## src/rtl/booth_mul_32_pkg.sv

```systemverilog
// Shared constants for the radix-2 Booth multiplier: state encodings,
// default operand width and Booth pair decode values.
package booth_mul_32_pkg;

    localparam int unsigned DEF_WIDTH = 32;

    localparam logic [1:0] ST_IDLE = 2'd0;
    localparam logic [1:0] ST_RUN  = 2'd1;
    localparam logic [1:0] ST_DONE = 2'd2;

    // {Q[0], q_-1} decode
    localparam logic [1:0] PAIR_NOP0 = 2'b00;
    localparam logic [1:0] PAIR_ADD  = 2'b01;
    localparam logic [1:0] PAIR_SUB  = 2'b10;
    localparam logic [1:0] PAIR_NOP1 = 2'b11;

endpackage

```

## src/rtl/booth_addsub_33.sv

```systemverilog
// 33-bit ripple-carry add/subtract for the Booth accumulator.
// Subtract inverts b and injects carry-in = 1.
module booth_addsub_33 #(
    parameter int unsigned W = 33
) (
    input  logic [W-1:0] a,
    input  logic [W-1:0] b,
    input  logic         sub,
    output logic [W-1:0] sum
);

    logic [W-1:0] b_eff;
    logic [W-1:0] carry;

    // Chain of full adders, carry rippling from bit 0 upward
    always_comb begin
        b_eff    = b ^ {W{sub}};
        carry    = '0;
        carry[0] = sub;
        sum      = '0;
        for (int unsigned i = 0; i < W; i++) begin
            sum[i] = a[i] ^ b_eff[i] ^ carry[i];
            if (i + 1 < W) begin
                carry[i+1] = (a[i] & b_eff[i]) | (carry[i] & (a[i] ^ b_eff[i]));
            end
        end
    end

endmodule

```

## src/rtl/booth_mul_32.sv

```systemverilog
// Sequential radix-2 Booth multiplier, signed 32x32 -> 64-bit {hi,lo}.
// One Booth step per RUN cycle; done pulses for one cycle when hi/lo are valid.
// Optional macro BOOTH_EARLY_EXIT_EN collapses the trailing run of
// no-add steps into one arithmetic shift and finishes early.
module booth_mul_32
    import booth_mul_32_pkg::*;
#(
    parameter int unsigned WIDTH = DEF_WIDTH
) (
    input  logic             clock,
    input  logic             clear,
    input  logic             start,
    input  logic [WIDTH-1:0] multiplicand,
    input  logic [WIDTH-1:0] multiplier,
    output logic             busy,
    output logic             done,
    output logic [WIDTH-1:0] hi,
    output logic [WIDTH-1:0] lo
);

    localparam int unsigned CW = $clog2(WIDTH);

    logic [1:0]     state;
    logic [WIDTH:0] a_reg;
    logic [WIDTH:0] m_reg;
    logic [WIDTH-1:0] q_reg;
    logic           q_m1;
    logic [CW-1:0]  count;

    logic [1:0]     pair;
    logic           do_sub;
    logic [WIDTH:0] sum;
    logic [WIDTH:0] step_a;

    logic [WIDTH:0]   run_a;
    logic [WIDTH-1:0] run_q;
    logic             run_qm1;
    logic             run_last;

    assign pair   = {q_reg[0], q_m1};
    assign do_sub = (pair == PAIR_SUB);

    booth_addsub_33 #(.W(WIDTH + 1)) u_addsub (
        .a   (a_reg),
        .b   (m_reg),
        .sub (do_sub),
        .sum (sum)
    );

`ifdef BOOTH_EARLY_EXIT_EN
    logic [WIDTH-1:0]          live_mask;
    logic                      early;
    logic [CW:0]               shift_amt;
    logic signed [2*WIDTH:0]   aq;
    logic signed [2*WIDTH:0]   aq_shifted;

    // Remaining multiplier bits sit in q_reg[WIDTH-1-count:0]; if they all
    // match q_-1 every remaining pair is 00/11, i.e. a pure shift.
    always_comb begin
        live_mask  = {WIDTH{1'b1}} >> count;
        early      = (((q_reg ^ {WIDTH{q_m1}}) & live_mask) == '0);
        shift_amt  = (CW + 1)'(WIDTH) - {1'b0, count};
        aq         = {a_reg, q_reg};
        aq_shifted = aq >>> shift_amt;
    end
`endif

    // Next accumulator/multiplier values for one RUN cycle
    always_comb begin
        if (pair == PAIR_ADD || pair == PAIR_SUB) begin
            step_a = sum;
        end else begin
            step_a = a_reg;
        end
        run_a    = {step_a[WIDTH], step_a[WIDTH:1]};
        run_q    = {step_a[0], q_reg[WIDTH-1:1]};
        run_qm1  = q_reg[0];
        run_last = (count == CW'(WIDTH - 1));
`ifdef BOOTH_EARLY_EXIT_EN
        if (early) begin
            run_a    = aq_shifted[2*WIDTH:WIDTH];
            run_q    = aq_shifted[WIDTH-1:0];
            run_last = 1'b1;
        end
`endif
    end

    // Control FSM, shift register, step counter and result registers
    always_ff @(posedge clock) begin
        if (clear) begin
            state <= ST_IDLE;
            a_reg <= '0;
            m_reg <= '0;
            q_reg <= '0;
            q_m1  <= 1'b0;
            count <= '0;
            hi    <= '0;
            lo    <= '0;
        end else begin
            case (state)
                ST_IDLE, ST_DONE: begin
                    if (start) begin
                        m_reg <= {multiplicand[WIDTH-1], multiplicand};
                        q_reg <= multiplier;
                        a_reg <= '0;
                        q_m1  <= 1'b0;
                        count <= '0;
                        state <= ST_RUN;
                    end else begin
                        state <= ST_IDLE;
                    end
                end
                ST_RUN: begin
                    a_reg <= run_a;
                    q_reg <= run_q;
                    q_m1  <= run_qm1;
                    count <= count + 1'b1;
                    if (run_last) begin
                        state <= ST_DONE;
                        hi    <= run_a[WIDTH-1:0];
                        lo    <= run_q;
                    end
                end
                default: state <= ST_IDLE;
            endcase
        end
    end

    assign busy = (state == ST_RUN);
    assign done = (state == ST_DONE);

endmodule

```

## config.mk

```make
export PLATFORM = sky130hd
export DESIGN_NAME = booth_mul_32
export DESIGN_NICKNAME = d
export VERILOG_FILES = /design/src/rtl/booth_mul_32_pkg.sv /design/src/rtl/booth_addsub_33.sv /design/src/rtl/booth_mul_32.sv
export SDC_FILE = /design/constraint.sdc
export NUM_CORES = 1
export LEC_CHECK = 0
export ABC_AREA = 1
export CAP_MARGIN = 5
export CORE_MARGIN = 4
export CORE_UTILIZATION = 45
export DETAILED_ROUTE_END_ITERATION = 10
export GPL_TIMING_DRIVEN = 0
export HOLD_SLACK_MARGIN = 0.08
export PLACE_DENSITY = 0.73
export SLEW_MARGIN = 5
export SYNTH_ARGS = -nofsm -noshare
export SYNTH_HDL_FRONTEND = slang
export SYNTH_SLANG_ARGS = --single-unit
```

## constraint.sdc

```tcl
create_clock -name clock -period 10.5 [get_ports clock]
set_input_delay 1.05 -clock clock [delete_from_list [all_inputs] [get_ports clock]]
set_output_delay 1.05 -clock clock [all_outputs]
set_load 0.01 [all_outputs]
```

; After elaboration in Yosys (flattened, before gate mapping)
; Cells that the tools add are included.
[op_classes]
n_addsub = 1
n_eq_ne = 7
n_mux = 12
bitwise = 163
reduce_logical = 7
[ops]
columns = operator, n
row1 = 33-bit 2-to-1 mux, 2
row2 = 33-bit one-hot mux with 2 select lines, 1
row3 = 1-bit XOR, 66
row4 = 1-bit bitwise AND, 64
row5 = 32-bit one-hot mux with 2 select lines, 1
row6 = 33-bit XOR, 1
row7 = 32-bit 2-to-1 mux, 1
row8 = 1-bit bitwise OR, 32
row9 = 5-bit one-hot mux with 2 select lines, 1
row10 = 2-bit AND reduction, 3
row11 = "5-bit by 1-bit adder with 5-bit output, second input constant", 1
row12 = "5-bit == test, second input constant", 1
row13 = 5-bit 2-to-1 mux, 1
row14 = "2-bit by 1-bit == test with 1-bit output, second input constant", 2
row15 = "2-bit == test, second input constant", 2
row16 = 2-bit one-hot mux with 2 select lines, 1
row17 = 2-bit zero test, 1
row18 = 1-bit 2-to-1 mux, 2
row19 = 2-bit 2-to-1 mux, 1
row20 = "2-bit by 1-bit inequality test with 1-bit output, second input constant", 1
row21 = "2-bit inequality test, second input constant", 1
row22 = 1-bit one-hot mux with 2 select lines, 1
row23 = 2-bit nonzero test, 1
row24 = 2-bit OR reduction, 1
row25 = 1-bit logical OR, 1
[totals]
register_bits = 169
inputBits = 67
out_inout_bits = 66
word_cells = 198

; Depth between registers and ports, before layout
[depth]
depth_word = 70
depth_mapped = 42
depth_no_buf = 40

; By module
; Synthesis repeated with hierarchy kept, for this count alone.
[hier_totals]
hier_cells = 1091
area_unflattened_um2 = 7875.1
[modules_own_cells]
columns = module, n_inst, cells_per_inst, area_per_inst_um2, seq_area_each_um2
row1 = booth_mul_32, 1, 948, 6612.6, 3363.2
row2 = booth_addsub_33, 1, 143, 1262.5, 0.0

; Worst setup path before layout
; Ideal clock, no wire load.
[synth_timing]
path_type = flip-flop to flip-flop
start = reg q_reg[0]
end = reg a_reg[30]
setup_time_ns = 0.070
arrival_time_ns = 11.563
t_required_ns = 10.430
path_slack_ns = -1.133
path_stages_with_launch = 41
n_path_buf = 2
period_less_slack_ns = 11.633
path_cell_list = dfxtp_1 ha_1 clkbuf_1 buf_2 xnor2_1 fa_1 fa_1 fa_1 fa_1 fa_1 fa_1 fa_1 fa_1 fa_1 fa_1 fa_1 fa_1 fa_1 (+5 left out) inv_1 fa_1 fa_1 fa_1 fa_1 fa_1 fa_1 fa_1 fa_1 fa_1 fa_1 fa_1 inv_1 fa_1 fa_1 o21ai_0 nand2_1 a21oi_1
[synth_between]
elab_chain_len = 68
elab_cells_between_ends = 132
cone_classes = eq/ne: 2 / mux: 2 / bitwise: 127 / reduce/logical: 1
[synth_lines]
columns = item, line
row1 = "start, declared", booth_mul_32.sv:26  ; logic [WIDTH-1:0] q_reg;
row2 = "start signal, assigned", booth_mul_32.sv:104  ; q_reg <= multiplier;
row3 = "start signal, assigned", booth_mul_32.sv:115  ; q_reg <= run_q;
row4 = 2-bit == test, "booth_mul_32.sv:41, booth_mul_32.sv:70"
row5 = 33-bit XOR, booth_addsub_33.sv:17  ; b_eff = b ^ {W{sub}};
row6 = 1-bit XOR, booth_addsub_33.sv:24  ; carry[i+1] = (a[i] & b_eff[i]) | (carry[i] & (a[i] ^ b_eff[i]));
row7 = 1-bit bitwise AND, booth_addsub_33.sv:24
row8 = 1-bit bitwise OR, booth_addsub_33.sv:24
row9 = 1-bit bitwise AND, booth_addsub_33.sv:24
row10 = 1-bit bitwise OR, booth_addsub_33.sv:24
row11 = 1-bit bitwise AND, booth_addsub_33.sv:24
row12 = (+52 left out), n/a
row13 = 1-bit bitwise OR, booth_addsub_33.sv:24
row14 = 1-bit bitwise AND, booth_addsub_33.sv:24
row15 = 1-bit bitwise OR, booth_addsub_33.sv:24
row16 = 1-bit bitwise AND, booth_addsub_33.sv:24
row17 = 1-bit bitwise OR, booth_addsub_33.sv:24
row18 = 1-bit XOR, booth_addsub_33.sv:22  ; sum[i] = a[i] ^ b_eff[i] ^ carry[i];
row19 = 33-bit 2-to-1 mux (*), booth_mul_32.sv:70  ; if (pair == PAIR_ADD || pair == PAIR_SUB) begin
row20 = 33-bit one-hot mux with 2 select lines (*), booth_mul_32.sv:100  ; case (state)
row21 = "end signal, assigned", booth_mul_32.sv:114  ; a_reg <= run_a;
row22 = "end, declared", booth_mul_32.sv:24  ; logic [WIDTH:0] a_reg;
; Every way passes the cells marked *; elsewhere a longest branch is shown, timed or not.
; A chain may end at the register's enable or synchronous reset.

; Worst setup path after layout
[layout_timing]
start = reg q_m1
end = reg a_reg[31]
[layout_between]
elab_chain_len = 70
elab_cells_between_ends = 136
cone_classes = eq/ne: 2 / mux: 2 / bitwise: 131 / reduce/logical: 1
[layout_lines]
columns = item, line
row1 = "start, declared", booth_mul_32.sv:27  ; logic q_m1;
row2 = "start signal, assigned", booth_mul_32.sv:116  ; q_m1 <= run_qm1;
row3 = 2-bit == test, "booth_mul_32.sv:41, booth_mul_32.sv:70"
row4 = 33-bit XOR, booth_addsub_33.sv:17
row5 = 1-bit XOR, booth_addsub_33.sv:24
row6 = 1-bit bitwise AND, booth_addsub_33.sv:24
row7 = 1-bit bitwise OR, booth_addsub_33.sv:24
row8 = 1-bit bitwise AND, booth_addsub_33.sv:24
row9 = 1-bit bitwise OR, booth_addsub_33.sv:24
row10 = 1-bit bitwise AND, booth_addsub_33.sv:24
row11 = (+54 left out), n/a
row12 = 1-bit bitwise OR, booth_addsub_33.sv:24
row13 = 1-bit bitwise AND, booth_addsub_33.sv:24
row14 = 1-bit bitwise OR, booth_addsub_33.sv:24
row15 = 1-bit bitwise AND, booth_addsub_33.sv:24
row16 = 1-bit bitwise OR, booth_addsub_33.sv:24
row17 = 1-bit XOR, booth_addsub_33.sv:22
row18 = 33-bit 2-to-1 mux (*), booth_mul_32.sv:70
row19 = 33-bit one-hot mux with 2 select lines (*), booth_mul_32.sv:100
; Marked as above.

==> results_dict.tcl <==
set metrics [dict create \
    status "complete, but fails checks" \
    violations "setup timing" \
    die-area_um2 18800 \
    required_ns 10.80 \
    skew_ns 0.00955 \
    syn_avg_cell_area_um2 7.57 \
    rows 46 \
    fin_crit_sh 1.05 \
    yosysUniqueCellTypes 22 \
    final_common_cell "nand2_1" \
    cts.sinks 168 \
    post-route-cell-area_um2 9840 \
    fin_setup_tns_ns -2.50 \
    dp_hpwl_mm 14.5 \
    fmax_mhz 90.7 \
    grt_max_degree 17 \
    synth_top_family_by_area "simple AND/OR/NAND/NOR gates" \
    die_h_um 137 \
    grt_first_pass_wirelength_mm 31.6 \
    p_total_mw 1.46 \
    vias_per_cell 4.91 \
    grt_use_met3 0.0423 \
    hold_class "register to register" \
    rsz0062_at_grt "true" \
    synth_nets 1093 \
    setup_viol_count_final 6 \
    swShare 0.270 \
    finalMaxSlewViolations 0 \
    dpl_cell_area_um2 9140 \
    initial_core_util 0.466 \
    crit_path_start_kind "register" \
    p_leak_nw 3.69 \
    num_io_pins 133 \
    synth-compound-area-share 0.110 \
    final_cell_mix "nand2_1, dfxtp_1, nor2_1" \
    drt-pass1-iter-count 4 \
    cts_tree "done" \
    yosysWarnings 0 \
    top_usage_layer "met2" \
    numCtsBuffers 17 \
    worstMarginPinSlew_ns 0.619 \
    drive_gt1_frac 0.107 \
    vias 6736 \
    path_common_cell "fa_2" \
    sequentialPowerShare 0.460 \
    syn2layout_area_growth_pct 31.1 \
    yosysTopAreaCell "dfxtp_1" \
    grt_pass1_vias 6315 \
    synthXorXnorAreaFrac 0.0362 \
    holdBufCountCts 0 \
    place_ws_ns -0.750 \
    p_per_area_nw_per_um2 149 \
    track_usage 0.215 \
    cts-root-buf "clkbuf_16" \
    cpMaxStageDelayCell "fa_2" \
    finalHoldViolations 0 \
    overflow 0 \
    ir_worst_vdd_v 0.000128 \
    pwr-share-comb 0.125 \
    synth_seq_cells 168 \
    worst_path_largest_cell_delay_ns 0.38 \
    synth_cells 991 \
    routabilityCongestion 0.885 \
    maxSlewHeadroom 0.588 \
    htree_levels 4 \
    yosysTopAreaCellShare 0.448 \
    timing.final.ws_setup_ns -0.530 \
    cp-end-kind "register" \
    crit_type "register to register" \
    portBuffers 131 \
    antenna_left 0 \
    synthMuxAreaShare 0 \
    die_x_um 137 \
    critPathMaxFanout 3 \
    finalWirelength_mm 19.7 \
    first_iter_violations 339 \
    synth-simple-area-share 0.242 \
    crit_arrival_ns 11.33 \
    synth_fa_ha_area_frac 0.0904 \
    yosysSeqAreaShare 0.448 \
    p_switching_mw 0.395 \
    period_needed_ns 11.03 \
    antenna_found_initial 0 \
    grtUsageMet1 0.288 \
    yosys-top-cells-area "dfxtp_1, nand2_1, fa_1" \
    core_area_um2 16100 \
    clk_pin_slew_worst_paths_ns 0.07 \
    clkPwrFrac 0.415 \
    syn_area_um2 7500 \
    use_met2 0.350 \
    post_drt_wl_per_cell_um 14.4 \
    final_nets 1246 \
    timing.hold.ws_ns 0.466 \
    clkLatencyLatePin_ns 0.43 \
    n_antenna_cell 0 \
    drc 0 \
    maxCapViolCount 0 \
    clock_path_buffers 2 \
    p_int_mw 1.07 \
]
power by group through the flow:
stage          logic, mW  clock network (mW)  registers (mW)
2_1_floorplan      0.114                   0           0.684
3_3_place_gp       0.172                   0           0.686
3_5_place_dp       0.176                   0           0.687
4_1_cts            0.181               0.608           0.673
5_1_grt            0.207               0.639           0.675
6_report           0.183               0.606           0.673
cell usage after synthesis (all sizes together):
| cell type | number |
|---|---|
| nand2 | 252 |
| dfxtp | 168 |
| nor2 | 153 |
| o21ai | 111 |
| inv | 64 |
| nand3 | 57 |
| a21oi | 53 |
| buf | 34 |
| fa | 32 |
| clkbuf | 31 |
| xnor2 | 20 |
| xor2 | 11 |
| ha | 3 |
| a211oi | 1 |
| clkinv | 1 |
routing by layer:
layer	share of wire	wire length [um]	vias up
met5	0	0	-
met4	0.016	320	0
met3	0.043	852	25
met2	0.49	9610	132
met1	0.45	8920	3166
li1	-	-	3413
worst max-delay path, delay by kind of cell, from the launching register on:
family          cells  cell delay, ns
fa+ha+maj          32            9.72
simple gates        3            0.19
buf+inv             5            0.42
xor+xnor            1            0.12
compound gates      1            0.07
flops               1            0.34
cells by family after synthesis:
| family | count (synthesis) |
|---|---|
| fa+ha+maj | 35 |
| buf+inv | 130 |
| xor+xnor | 31 |
| flops | 168 |
| simple gates | 462 |
| compound gates | 165 |
cell type report:
type	count	area (um^2)
Buffer	63	310
Clock buffer	19	443
Clock inverter	13	123
Multi-Input combinational cell	693	3730
Fill cell	1485	6280
Sequential cell	168	3370
Timing Repair Buffer	136	1350
Tap cell	216	270
Inverter	65	245
metrics by stage:
stage	instances	utilization
floorplan	991	-
global placement	1338	0.567
detailed placement	1338	0.567
CTS	1373	0.609
global route	1373	0.610
finish	1373	0.610
path summary, 6_finish.rpt:
path	from	endpoint	slack, ns	cells past startpoint
hold reg to reg	lo[31]$_SDFFE_PP0P_	lo[31]$_SDFFE_PP0P_	0.47	2
setup / recovery	q_m1$_SDFFE_PP0P_	a_reg[31]$_SDFFE_PP0P_	-0.53	42
hold / removal	lo[31]$_SDFFE_PP0P_	lo[31]$_SDFFE_PP0P_	0.47	2
setup reg to reg	q_m1$_SDFFE_PP0P_	a_reg[31]$_SDFFE_PP0P_	-0.53	42
timing repair:
action                     CTS  global route
setup buffers                4             1
setup endpoints to repair   10            10
gates resized for setup     24            10
cloned                       0             0
pin swaps                    4             6
(Power assumes the default switching activity.)
